==> src/rtl/reg_read_stage.sv <==
// Register-read stage: operand fetch with writeback forwarding, busy scoreboard
// for RAW/WAW interlock, and a single valid/ready output slot.
module reg_read_stage #(
   parameter int NUM_REGS  = 16,
   parameter int REG_IDX_W = 4,
   parameter int DATA_W    = 64,
   parameter int NUM_SRC   = 2,
   parameter int PAYLOAD_W = 512
) (
   input  logic                          clk,
   input  logic                          reset,
   input  logic                          flush,
   input  logic                          in_valid,
   output logic                          in_ready,
   input  logic [NUM_SRC*REG_IDX_W-1:0]  in_src_idx,
   input  logic [NUM_SRC-1:0]            in_src_valid,
   input  logic [REG_IDX_W-1:0]          in_dest_idx,
   input  logic                          in_dest_valid,
   input  logic [PAYLOAD_W-1:0]          in_payload,
   output logic [NUM_SRC*REG_IDX_W-1:0]  rf_rd_idx,
   input  logic [NUM_SRC*DATA_W-1:0]     rf_rd_data,
   input  logic                          wb_valid,
   input  logic [REG_IDX_W-1:0]          wb_idx,
   input  logic [DATA_W-1:0]             wb_data,
   output logic                          out_valid,
   input  logic                          out_ready,
   output logic [NUM_SRC*DATA_W-1:0]     out_operand,
   output logic [NUM_SRC-1:0]            out_operand_valid,
   output logic [REG_IDX_W-1:0]          out_dest_idx,
   output logic                          out_dest_valid,
   output logic [PAYLOAD_W-1:0]          out_payload,
   output logic [31:0]                   hazard_stall_cnt
);

   logic [NUM_REGS-1:0]         r_busy;
   logic                        r_out_valid;
   logic [NUM_SRC*DATA_W-1:0]   r_operand;
   logic [NUM_SRC-1:0]          r_operand_valid;
   logic [REG_IDX_W-1:0]        r_dest_idx;
   logic                        r_dest_valid;
   logic [PAYLOAD_W-1:0]        r_payload;
   logic [31:0]                 r_stall_cnt;

   logic [NUM_SRC-1:0]          w_fwd;
   logic [NUM_SRC-1:0]          w_raw;
   logic [NUM_SRC*DATA_W-1:0]   w_operand;
   logic                        w_waw;
   logic                        w_hazard;
   logic                        w_accept;
   logic [NUM_REGS-1:0]         w_busy_nxt;

   // A source being written back this cycle is not a hazard: its value is forwarded.
   always_comb begin
      w_fwd     = '0;
      w_raw     = '0;
      w_operand = '0;
      for (int k = 0; k < NUM_SRC; k++) begin
         w_fwd[k] = wb_valid && (wb_idx == in_src_idx[k*REG_IDX_W +: REG_IDX_W]);
         w_raw[k] = in_src_valid[k] && r_busy[in_src_idx[k*REG_IDX_W +: REG_IDX_W]] && !w_fwd[k];
         if (in_src_valid[k])
            w_operand[k*DATA_W +: DATA_W] = w_fwd[k] ? wb_data : rf_rd_data[k*DATA_W +: DATA_W];
      end
   end

   assign w_waw    = in_dest_valid && r_busy[in_dest_idx] &&
                     !(wb_valid && (wb_idx == in_dest_idx));
   assign w_hazard = (|w_raw) || w_waw;
   assign in_ready = !reset && !flush && !w_hazard && (!r_out_valid || out_ready);
   assign w_accept = in_valid && in_ready;

   // Clear from writeback first so a same-cycle new claim on that index wins.
   always_comb begin
      w_busy_nxt = r_busy;
      if (wb_valid)
         w_busy_nxt[wb_idx] = 1'b0;
      if (w_accept && in_dest_valid)
         w_busy_nxt[in_dest_idx] = 1'b1;
   end

   always_ff @(posedge clk) begin
      if (reset) begin
         r_busy      <= '0;
         r_out_valid <= 1'b0;
      end else if (flush) begin
         r_busy      <= '0;
         r_out_valid <= 1'b0;
      end else begin
         r_busy <= w_busy_nxt;
         if (w_accept)
            r_out_valid <= 1'b1;
         else if (out_ready)
            r_out_valid <= 1'b0;
      end
   end

   // Output slot data; w_accept is already low during flush, so data holds then.
   always_ff @(posedge clk) begin
      if (reset) begin
         r_operand       <= '0;
         r_operand_valid <= '0;
         r_dest_idx      <= '0;
         r_dest_valid    <= 1'b0;
         r_payload       <= '0;
      end else if (w_accept) begin
         r_operand       <= w_operand;
         r_operand_valid <= in_src_valid;
         r_dest_idx      <= in_dest_idx;
         r_dest_valid    <= in_dest_valid;
         r_payload       <= in_payload;
      end
   end

   always_ff @(posedge clk) begin
      if (reset)
         r_stall_cnt <= '0;
      else if (in_valid && w_hazard && !flush && (r_stall_cnt != 32'hFFFF_FFFF))
         r_stall_cnt <= r_stall_cnt + 32'd1;
   end

   assign rf_rd_idx         = in_src_idx;
   assign out_valid         = r_out_valid;
   assign out_operand       = r_operand;
   assign out_operand_valid = r_operand_valid;
   assign out_dest_idx      = r_dest_idx;
   assign out_dest_valid    = r_dest_valid;
   assign out_payload       = r_payload;
   assign hazard_stall_cnt  = r_stall_cnt;

endmodule

==> config.mk <==
export PLATFORM = sky130hd
export DESIGN_NAME = reg_read_stage
export DESIGN_NICKNAME = d
export VERILOG_FILES = /design/src/rtl/reg_read_stage.sv
export SDC_FILE = /design/constraint.sdc
export NUM_CORES = 1
export LEC_CHECK = 0
export ABC_AREA = 1
export CAP_MARGIN = 20
export CORE_AREA = 2 2 554 556
export DETAILED_ROUTE_END_ITERATION = 8
export DIE_AREA = 0 0 556 558
export GPL_ROUTABILITY_DRIVEN = 0
export SYNTH_ARGS = -nofsm -noshare
export SYNTH_HDL_FRONTEND = slang
export SYNTH_SLANG_ARGS = --single-unit
==> constraint.sdc <==
create_clock -name clk -period 4 [get_ports clk]
set_input_delay 1.2 -clock clk [delete_from_list [all_inputs] [get_ports clk]]
set_output_delay 1.2 -clock clk [all_outputs]
set_load 0.01 [all_outputs]
# Yosys cells after proc, flatten, opt, wreduce, memory -nomap -nowiden
# Cells that the tools add are included.
[classes] addsub=1 order_cmp=6 n_eq_ne=4 mux=18 bitwise=3 n_reduce_logical=31
[ops] op="$mux W64" count=4
[ops] op="$add A32 B1 Y32 const B" count=1
[ops] op="$mux W16" count=2
[ops] op="$ne A32 B32 Y1 const B" count=1
[ops] op="$lt A4 B5 Y1 const B" count=4
[ops] op="$logic_and A1 B1 Y1" count=19
[ops] op="$and A16 B16 Y16" count=1
[ops] op="$not A16 Y16" count=1
[ops] op="$or A16 B16 Y16" count=1
[ops] op="$bmux W1 S4" count=3
[ops] op="$eq A4 B4 Y1" count=3
[ops] op="$demux W1 S4" count=2
[ops] op="$ge A4 B1 Y1 const B" count=2
[ops] op="$logic_not A1 Y1" count=7
[ops] op="$mux W1" count=7
[ops] op="$reduce_or A2 Y1" count=2
[ops] op="$logic_or A1 B1 Y1" count=2
[ops] op="$reduce_bool A2 Y1" count=1
[totals] register_bits=696 input_bits=729

# Longest topological paths before layout
# Gate-level depths: netlist of the first run.
[logic_depth] ltp_word=12 ltp_mapped=16 mapped_depth_nobuf=13

# Worst setup path after synthesis of the first run
# Ideal clock, no wire load.
[synth_path] path_type="in2out" startpoint="input wb_idx[2]" endpoint="output in_ready" arrival_time_ps=2568 path_slack_ps=232 path_stages=11 path_buffers=2 path_cell_list="clkbuf_1 inv_1 nand2_1 a21oi_1 nand3_1 nand2_1 inv_1 nand2_1 nand3_1 nor2_4 clkbuf_1"
[synth_between] elab_chain_len=9 word_cells_on_any_way=17 cone_classes="eq/ne: 3; reduce/logical: 14"
[synth_rtl] item="start: declaration" line="23" source="input logic [REG_IDX_W-1:0] wb_idx,"
[synth_rtl] item="$eq A4 B4 Y1" line="58" source="w_fwd[k] = wb_valid && (wb_idx == in_src_idx[k*REG_IDX_W +: REG_IDX_W]);"
[synth_rtl] item="$logic_and A1 B1 Y1" line="58"
[synth_rtl] item="$logic_not A1 Y1" line="59" source="w_raw[k] = in_src_valid[k] && r_busy[in_src_idx[k*REG_IDX_W +: REG_IDX_W]] && !w_fwd[k];"
[synth_rtl] item="$logic_and A1 B1 Y1" line="59"
[synth_rtl] item="$reduce_or A2 Y1" line="67" source="assign w_hazard = (|w_raw) || w_waw;"
[synth_rtl] item="$logic_or A1 B1 Y1 *" line="67"
[synth_rtl] item="$logic_not A1 Y1 *" line="68" source="assign in_ready = !reset && !flush && !w_hazard && (!r_out_valid || out_ready);"
[synth_rtl] item="$logic_and A1 B1 Y1 * (2 in series)" line="68"
[synth_rtl] item="end: declaration" line="14" source="output logic in_ready,"
# Mark *: on every way between the ends. The rest lies on a longest branch, timed or not.

# Worst setup path in the final report of the first run
[layout_path] startpoint="input in_src_idx[4]" endpoint="output in_ready"
[layout_between] elab_chain_len=9 word_cells_on_any_way=12 cone_classes="eq/ne: 1; mux: 2; reduce/logical: 9"
[layout_rtl] item="start: declaration" line="15" source="input logic [NUM_SRC*REG_IDX_W-1:0] in_src_idx,"
[layout_rtl] item="$bmux W1 S4 or $eq A4 B4 Y1 (tied branches)" line="59, 58"
[layout_rtl] item="$mux W1 (implied by the code) or $logic_and A1 B1 Y1 (tied branches)" line="59, 58"
[layout_rtl] item="$logic_and A1 B1 Y1 or $logic_not A1 Y1 (tied branches)" line="59"
[layout_rtl] item="$logic_and A1 B1 Y1 *" line="59"
[layout_rtl] item="$reduce_or A2 Y1 *" line="67"
[layout_rtl] item="$logic_or A1 B1 Y1 *" line="67"
[layout_rtl] item="$logic_not A1 Y1 *" line="68"
[layout_rtl] item="$logic_and A1 B1 Y1 * (2 in series)" line="68"
# Mark *: on every way between the ends. The rest lies on a longest branch, timed or not. The select of a mux whose other input is x is not followed.

==> results of run 1 <==
==> flip-flops by register name, indices dropped and copies added, names as in the netlist <==
signal,count
out_valid,1
out_dest_valid,1
out_operand_valid,2
out_dest_idx,4
hazard_stall_cnt,32
out_payload,512
r_busy,16
out_operand,128
==> logic make-up after synthesis <==
family / after synthesis / synth area share (%)
simple gates: 1830 / 26.6
xor+xnor: 33 / 1.04
buf+inv: 440 / 6.47
fa+ha+maj: 1 / 0.0452
compound gates: 852 / 15.5
flops: 696 / 50.4
==> area by class of cell <==
type | count | area share (%)
clock buffer | 129 | 5.30
sequential | 696 | 27.3
timing repair buffer | 1637 | 31.8
inverter | 135 | 1.02
tap | 3997 | 9.79
antenna | 52 | 0.255
multi-input combinational | 2716 | 23.5
clock inverter | 44 | 0.980
==> per-layer routing <==
metal | vias up | GRT usage [%]
li1 | 15500 | -
met1 | 15700 | 17.1
met2 | 2072 | 27.4
met3 | 630 | 9.96
met4 | 40 | 7.34
met5 | - | 0
==> power breakdown <==
part | internal (µW) | total [µW] | switching [µW]
registers | 7230 | 7400 | 168
clock network | 5290 | 9070 | 3780
logic | 1580 | 3440 | 1860
total | 14100 | 19900 | 5810
==> worst reg2reg max path: cells and delay by family (launching register included) <==
family / cells / cell delay (ns)
AND/OR/NAND/NOR: 9 / 0.87
flip-flops: 1 / 0.31
AO/OA/AOI/OAI: 2 / 0.51
buffers and inverters: 6 / 1.36
==> final timing paths <==
check,cells past startpoint,endpoint,startpoint,slack [ns]
setup / recovery,13,in_ready,in_src_idx[4],0.1
hold / removal,2,out_operand[29],out_operand[29],0.46
setup reg to reg,17,out_payload[106],r_busy[2],0.85
hold reg to reg,2,out_operand[29],out_operand[29],0.46
==> cells in the final DEF (no fill, tap or decap), drive strengths merged <==
master         instances
diode                 52
o211ai                 1
dfxtp                696
bufinv                 8
o31ai                  4
nor4                   9
o21ai                603
xor2                  22
nand3                 42
dlygate4sd2           11
buf                  224
nand4                152
a21oi                244
xnor2                 11
inv                  143
clkdlybuf4s50       1396
ha                     1
clkinv                20
clkinvlp               8
clkbuf               135
nand2                514
nor3                  16
nor2                1097
==> what timing repair did <==
item | 4_1_cts | 5_1_grt
hold buffers | 0 | 0
buffers inserted | 3 | 0
endpoints found under the setup margin | 4 | 1
resized for setup | 37 | 14
gates cloned | 1 | 1
pin swaps | 4 | 6
==> stage by stage <==
step / worst slack [ns] / area (µm²) / TNS, ns / utilization (%)
2_1_floorplan: 0.232 / 27700 / 0 / -
3_3_place_gp: -1.02 / 47700 / -452.61 / 15.7
3_5_place_dp: -1.02 / 47700 / -447.26 / 15.7
4_1_cts: 0.0137 / 51000 / 0 / 16.7
5_1_grt: 0.00608 / 51000 / 0 / 16.7
6_report: 0.100 / 51100 / 0 / 16.8
==> out/qor.yml, run 1 <==
status: "complete, no violations"
synthTopCellsByCount: "1,096 x nor2_1, 696 x dfxtp_1, 513 x nand2_1, 502 x o21ai_0, 244 x a21oi_1"
drt_wl_total_um: 272000
critPathTopFamily: "buffers and inverters"
clock_latency_ns: 0.83
worstSetupEndpointType: "output pin"
synth.most_common_cell: "nor2_1"
die_w_um: 556
crit_required_ns: 2.80
grt_pass1_vias: 31200
yosys_register_bits: 696
clk_pin_slew_ns: 0.06
slew_headroom_pct: 37.4
drv_slew: 0
synth_top_area_share_pct: 50.4
fillers: 34500
netlist_instances: 3852
grt_first_pass_wirelength_um: 336000
synthTopCellsByArea: "dfxtp_1 50%, nor2_1 15%, o21ai_0 9.1%"
path_max_fanout: 9
power_uw: 19900
ctsRootBufferMaster: "clkbuf_16"
io_buffers: 1417
dr_total_vias: 33900
core_um2: 305000
cts_buffer_depth: 4
dp_cells: 9176
drt-wirelength-per-cell_um: 29.0
layout-drive-gt1-share_pct: 7.58
cts_tree: "done"
synth_edf_count: 0
hold_class: "flip-flop to flip-flop"
ys_warn_count: 0
cp_cell_sequence: "dlygate4sd2_1, buf_6, inv_6, o21ai_2, nor2_4, nand3_4, nand2_1, inv_1, nand2_2, nand3_4, buf_12, nor2_4, buf_6"
post-dp-hpwl_um: 236000
syn_area_um2: 27700
route.met3.wl_um: 39200
design.die.area_um2: 310000
fin_nets: 6013
power.density_nw_per_um2: 390
synthesis.nets: 4582
timing.final.crit_period_ns: 3.90
hold_viol_final: 0
arrival_ns: 2.70
multiInputGateArea_um2: 12000
drtIter0Drc: 2931
async_flop_share_pct: 0
antenna_found_initial: 222
cp_slowest_cell: "dlygate4sd2_1"
htreeDepth: 3
grt_max_degree: 162
yosys.area.top_type: "dfxtp_1"
pin_count: 1418
clock.fmax_mhz: 256
avgSynthCellArea_um2: 7.18
ys_seq_area_share_pct: 50.4
fp-row-count: 203
max-vdd-ir-drop_uv: 282
die_h_um: 558
viasPerCell: 3.60
yosysUniqueCellTypes: 25
cts_buffers: 97
rsz0062_at_grt: "false"
grt.total_usage_pct: 16.8
grt-ovfl-total: 0
wl_met1_um: 94600
synth_flop_cell: "dfxtp_1"
drc: 0
initial_core_util_pct: 9.08
fin_cells: 9406
p_leak_uw: 0.0179
clock-sinks: 696
syn2layout_area_growth_pct: 84.6
period_share_pct: 97.5
route.top_layer_used: "met5"
crit_buf_inv: 6
worst_pin_slew_ns: 0.939
holdWs_ns: 0.462
maxCapViolations: 0
ant_nets: 0
path_class: "input port to output pin"
seq_area_um2: 13900
max_stage_delay_ns: 0.26
startpoint_type: "input port"
wl_met2_um: 124000
fin_skew_ns: 0.0640
dr.pass1.iters: 6
setup_violations: 0
Note: power is estimated with default switching activity, not from simulation.
==> inputs of run 2 (changes only) <==
--- a/config.mk
+++ b/config.mk
@@ -11,6 +11,7 @@
 export DETAILED_ROUTE_END_ITERATION = 8
 export DIE_AREA = 0 0 556 558
 export GPL_ROUTABILITY_DRIVEN = 0
+export PLACE_DENSITY = 0.34
 export SYNTH_ARGS = -nofsm -noshare
 export SYNTH_HDL_FRONTEND = slang
 export SYNTH_SLANG_ARGS = --single-unit
==> out/qor.yml, run 2 (same netlist as run 1, synthesis figures left out) <==
final_cell_mix: "1,388 x clkdlybuf4s50_1, 1,095 x nor2_1, 696 x dfxtp_1, 511 x nand2_1, 498 x o21ai_0"
worstSetupEndpointType: "output pin"
seqPwrFrac_pct: 35.3  # -1.9 points
cts_buffers: 104  # +7.2%
cts_tree: "done"
drt_wl_total_um: 257000  # -5.8%
grt_max_degree: 86  # -47%
io_buffers: 1417  # unchanged
min_from: "out_operand[9]"
post-dp-hpwl_um: 213000  # -9.7%
regToRegEndpoint: "out_payload[29]"
tns_ns: 0  # unchanged
crit_required_ns: 2.80  # about the same
power_uw: 21000  # +5.6%
fin_area_um2: 52200  # +2.2%
antenna_found_initial: 145  # -35%
cp_cell_sequence: "clkdlybuf4s15_1, buf_4, a21oi_1, nand4_1, nand2_1, inv_1, nand2_2, nand3_4, buf_6, nor2_4, buf_4"
pin_count: 1418  # unchanged
setup_violations: 0  # unchanged
core_um2: 305000  # unchanged
slew_headroom_pct: 32.1  # -5.3 points
drt-wirelength-per-cell_um: 27.0  # -6.7%
ctsRootBufferMaster: "clkbuf_16"
die_w_um: 556  # unchanged
cp_slowest_cell: "clkdlybuf4s15_1"
fin_skew_ns: 0.114  # +0.0495 ns
grt.total_usage_pct: 15.7  # -1.0 points
reg2regPathDepth: 17  # unchanged
switching_share_pct: 28.4  # -0.80 points
path_class: "input port to output pin"
whs_endpoint: "out_operand[9]"
rr_startpoint: "r_busy[2]"
dr.pass1.iters: 8  # +2
grt-busiest-layer: "met2"
utilization_pct: 17.1  # +0.37 points
htreeDepth: 3  # unchanged
startpoint_type: "input port"
clock_latency_ns: 0.86  # +0.03 ns
use_met1_pct: 17.2  # +0.041 points
place_area_um2: 48400  # +1.4%
max_stage_delay_ns: 0.26  # about the same
status: "complete, no violations"
clkPwrFrac_pct: 47.9  # +2.3 points
crit_top_cell: "buf_4"
critPathTopFamily: "buffers and inverters"
maxCapViolations: 0  # unchanged
drv_slew: 0  # unchanged
grt_first_pass_wirelength_um: 326000  # -3.1%
worst_pin_slew_ns: 1.02  # +0.0790 ns
clock-sinks: 696  # unchanged
worstSetupStartpoint: "in_src_idx[0]"
hold_class: "flip-flop to flip-flop"
drtIter0Drc: 2463  # -16%
viasPerCell: 3.56  # -1.0%
p_leak_uw: 0.0186  # +3.7%
dr_total_vias: 33900  # -0.027%
fin_nets: 6103  # +1.5%
timing.final.crit_period_ns: 3.90  # +0.000883 ns
intPower_uw: 15100  # +6.8%
holdWs_ns: 0.464  # +0.00222 ns
design.die.area_um2: 310000  # unchanged
cts_buffer_depth: 4  # unchanged
layout-drive-gt1-share_pct: 9.52  # +1.9 points
drc: 0  # unchanged
final_common_cell: "clkdlybuf4s50_1"
grt_pass1_vias: 33000  # +5.9%
grt_use_met3_pct: 6.86  # -3.1 points
hold_depth: 2  # unchanged
ant_nets: 0  # unchanged
path_max_fanout: 4  # -5
period_share_pct: 97.5  # about the same
syn2layout_area_growth_pct: 88.7
power.density_nw_per_um2: 403  # +3.4%
met2_usage_pct: 26.3  # -1.1 points
clock.fmax_mhz: 256  # about the same
max-vdd-ir-drop_uv: 314  # +12%
fp-row-count: 203  # unchanged
crit_buf_inv: 5  # -1
ctsHoldBuffers: 0  # unchanged
initial_core_util_pct: 9.08  # unchanged
rsz0062_at_grt: "false"
comb_power_share_pct: 16.8  # -0.5 points
largest_register_ff_count: 512  # unchanged
arrival_ns: 2.70  # about the same
grt-ovfl-total: 0  # unchanged
worst-r2r-setup-slack_ns: 0.55  # -0.30 ns
clk_pin_slew_ns: 0.06  # about the same
hold_viol_final: 0  # unchanged
switching_power_uw: 5970  # +2.8%
die_h_um: 558  # unchanged
## run 2: cell types whose count changed in the layout (fill, tap and decap cells not counted), sizes merged
cell,change
clkinvlp,-1
dlygate4sd2,-3
diode,-2
bufinv,+6
buf,+91
clkdlybuf4s50,-8
inv,-7
clkbuf,+14
clkinv,+3
clkdlybuf4s15,+1
## run 2: worst max-delay path by stage
| stage | to | cells after the start |
|---|---|---|
| 4_1_cts | in_ready | 13 |
| 6_report | in_ready | 11 |
| 5_1_grt | in_ready | 13 |
| 3_5_place_dp | out_payload[54] | 19 |
| 2_1_floorplan | in_ready | 11 |
| 3_3_place_gp | out_payload[54] | 19 |
## run 2: routing by layer
metal	up-vias	share of wire (%)
li1	15700	-
met1	16200	38
met2	1561	47
met3	433	10
met4	36	4.5
met5	-	0.083
## run 2: area by class of cell
type                    instances  area, µm²
well taps                    3997       5000
clock inverters                45        662
inverters                     135        514
clock buffers                 141       3020
flip-flops and latches        696      13900
diodes                         50        125
repair buffers               1720      16900
multi-input cells            2716      12000
fillers                     34500     252000
## run 2: through the flow
stage,cells,setup WS (ns)
finish,9500,0.0991
detailed placement,9261,-1.29
global route,9471,0.0147
global placement,9261,-1.39
CTS,9449,-0.0362
floorplan,3852,0.232
## run 2: repair_timing
item,CTS,global route
gates cloned,0,1
gates resized for setup,30,22
setup endpoints to repair,3,1
setup buffers,2,0
pin swaps,1,2
## run 2: power by group through the flow
stage          clock network, µW  registers (µW)  logic [µW]
6_report                   10100            7430        3540
3_5_place_dp                   0            7580        3590
5_1_grt                    10800            7460        3780
2_1_floorplan                  0            7670         897
3_3_place_gp                   0            7570        3600
4_1_cts                    10500            7430        3610
## run 2: worst register-to-register path, stage by stage, from the launching register on
cell     delay (ns)
dfxtp_1        0.31
inv_1          0.21
nor2_1         0.10
nor2_1         0.12
nand2_1        0.09
nand2_1        0.06
nand2_1        0.06
o21ai_2        0.15
nand3_4        0.12
buf_6          0.16
nor2_4         0.08
buf_4          0.41
nand2_8        0.17
buf_12         0.19
buf_4          0.23
o21ai_0        0.51
buf_4          0.25
nor2_1         0.04
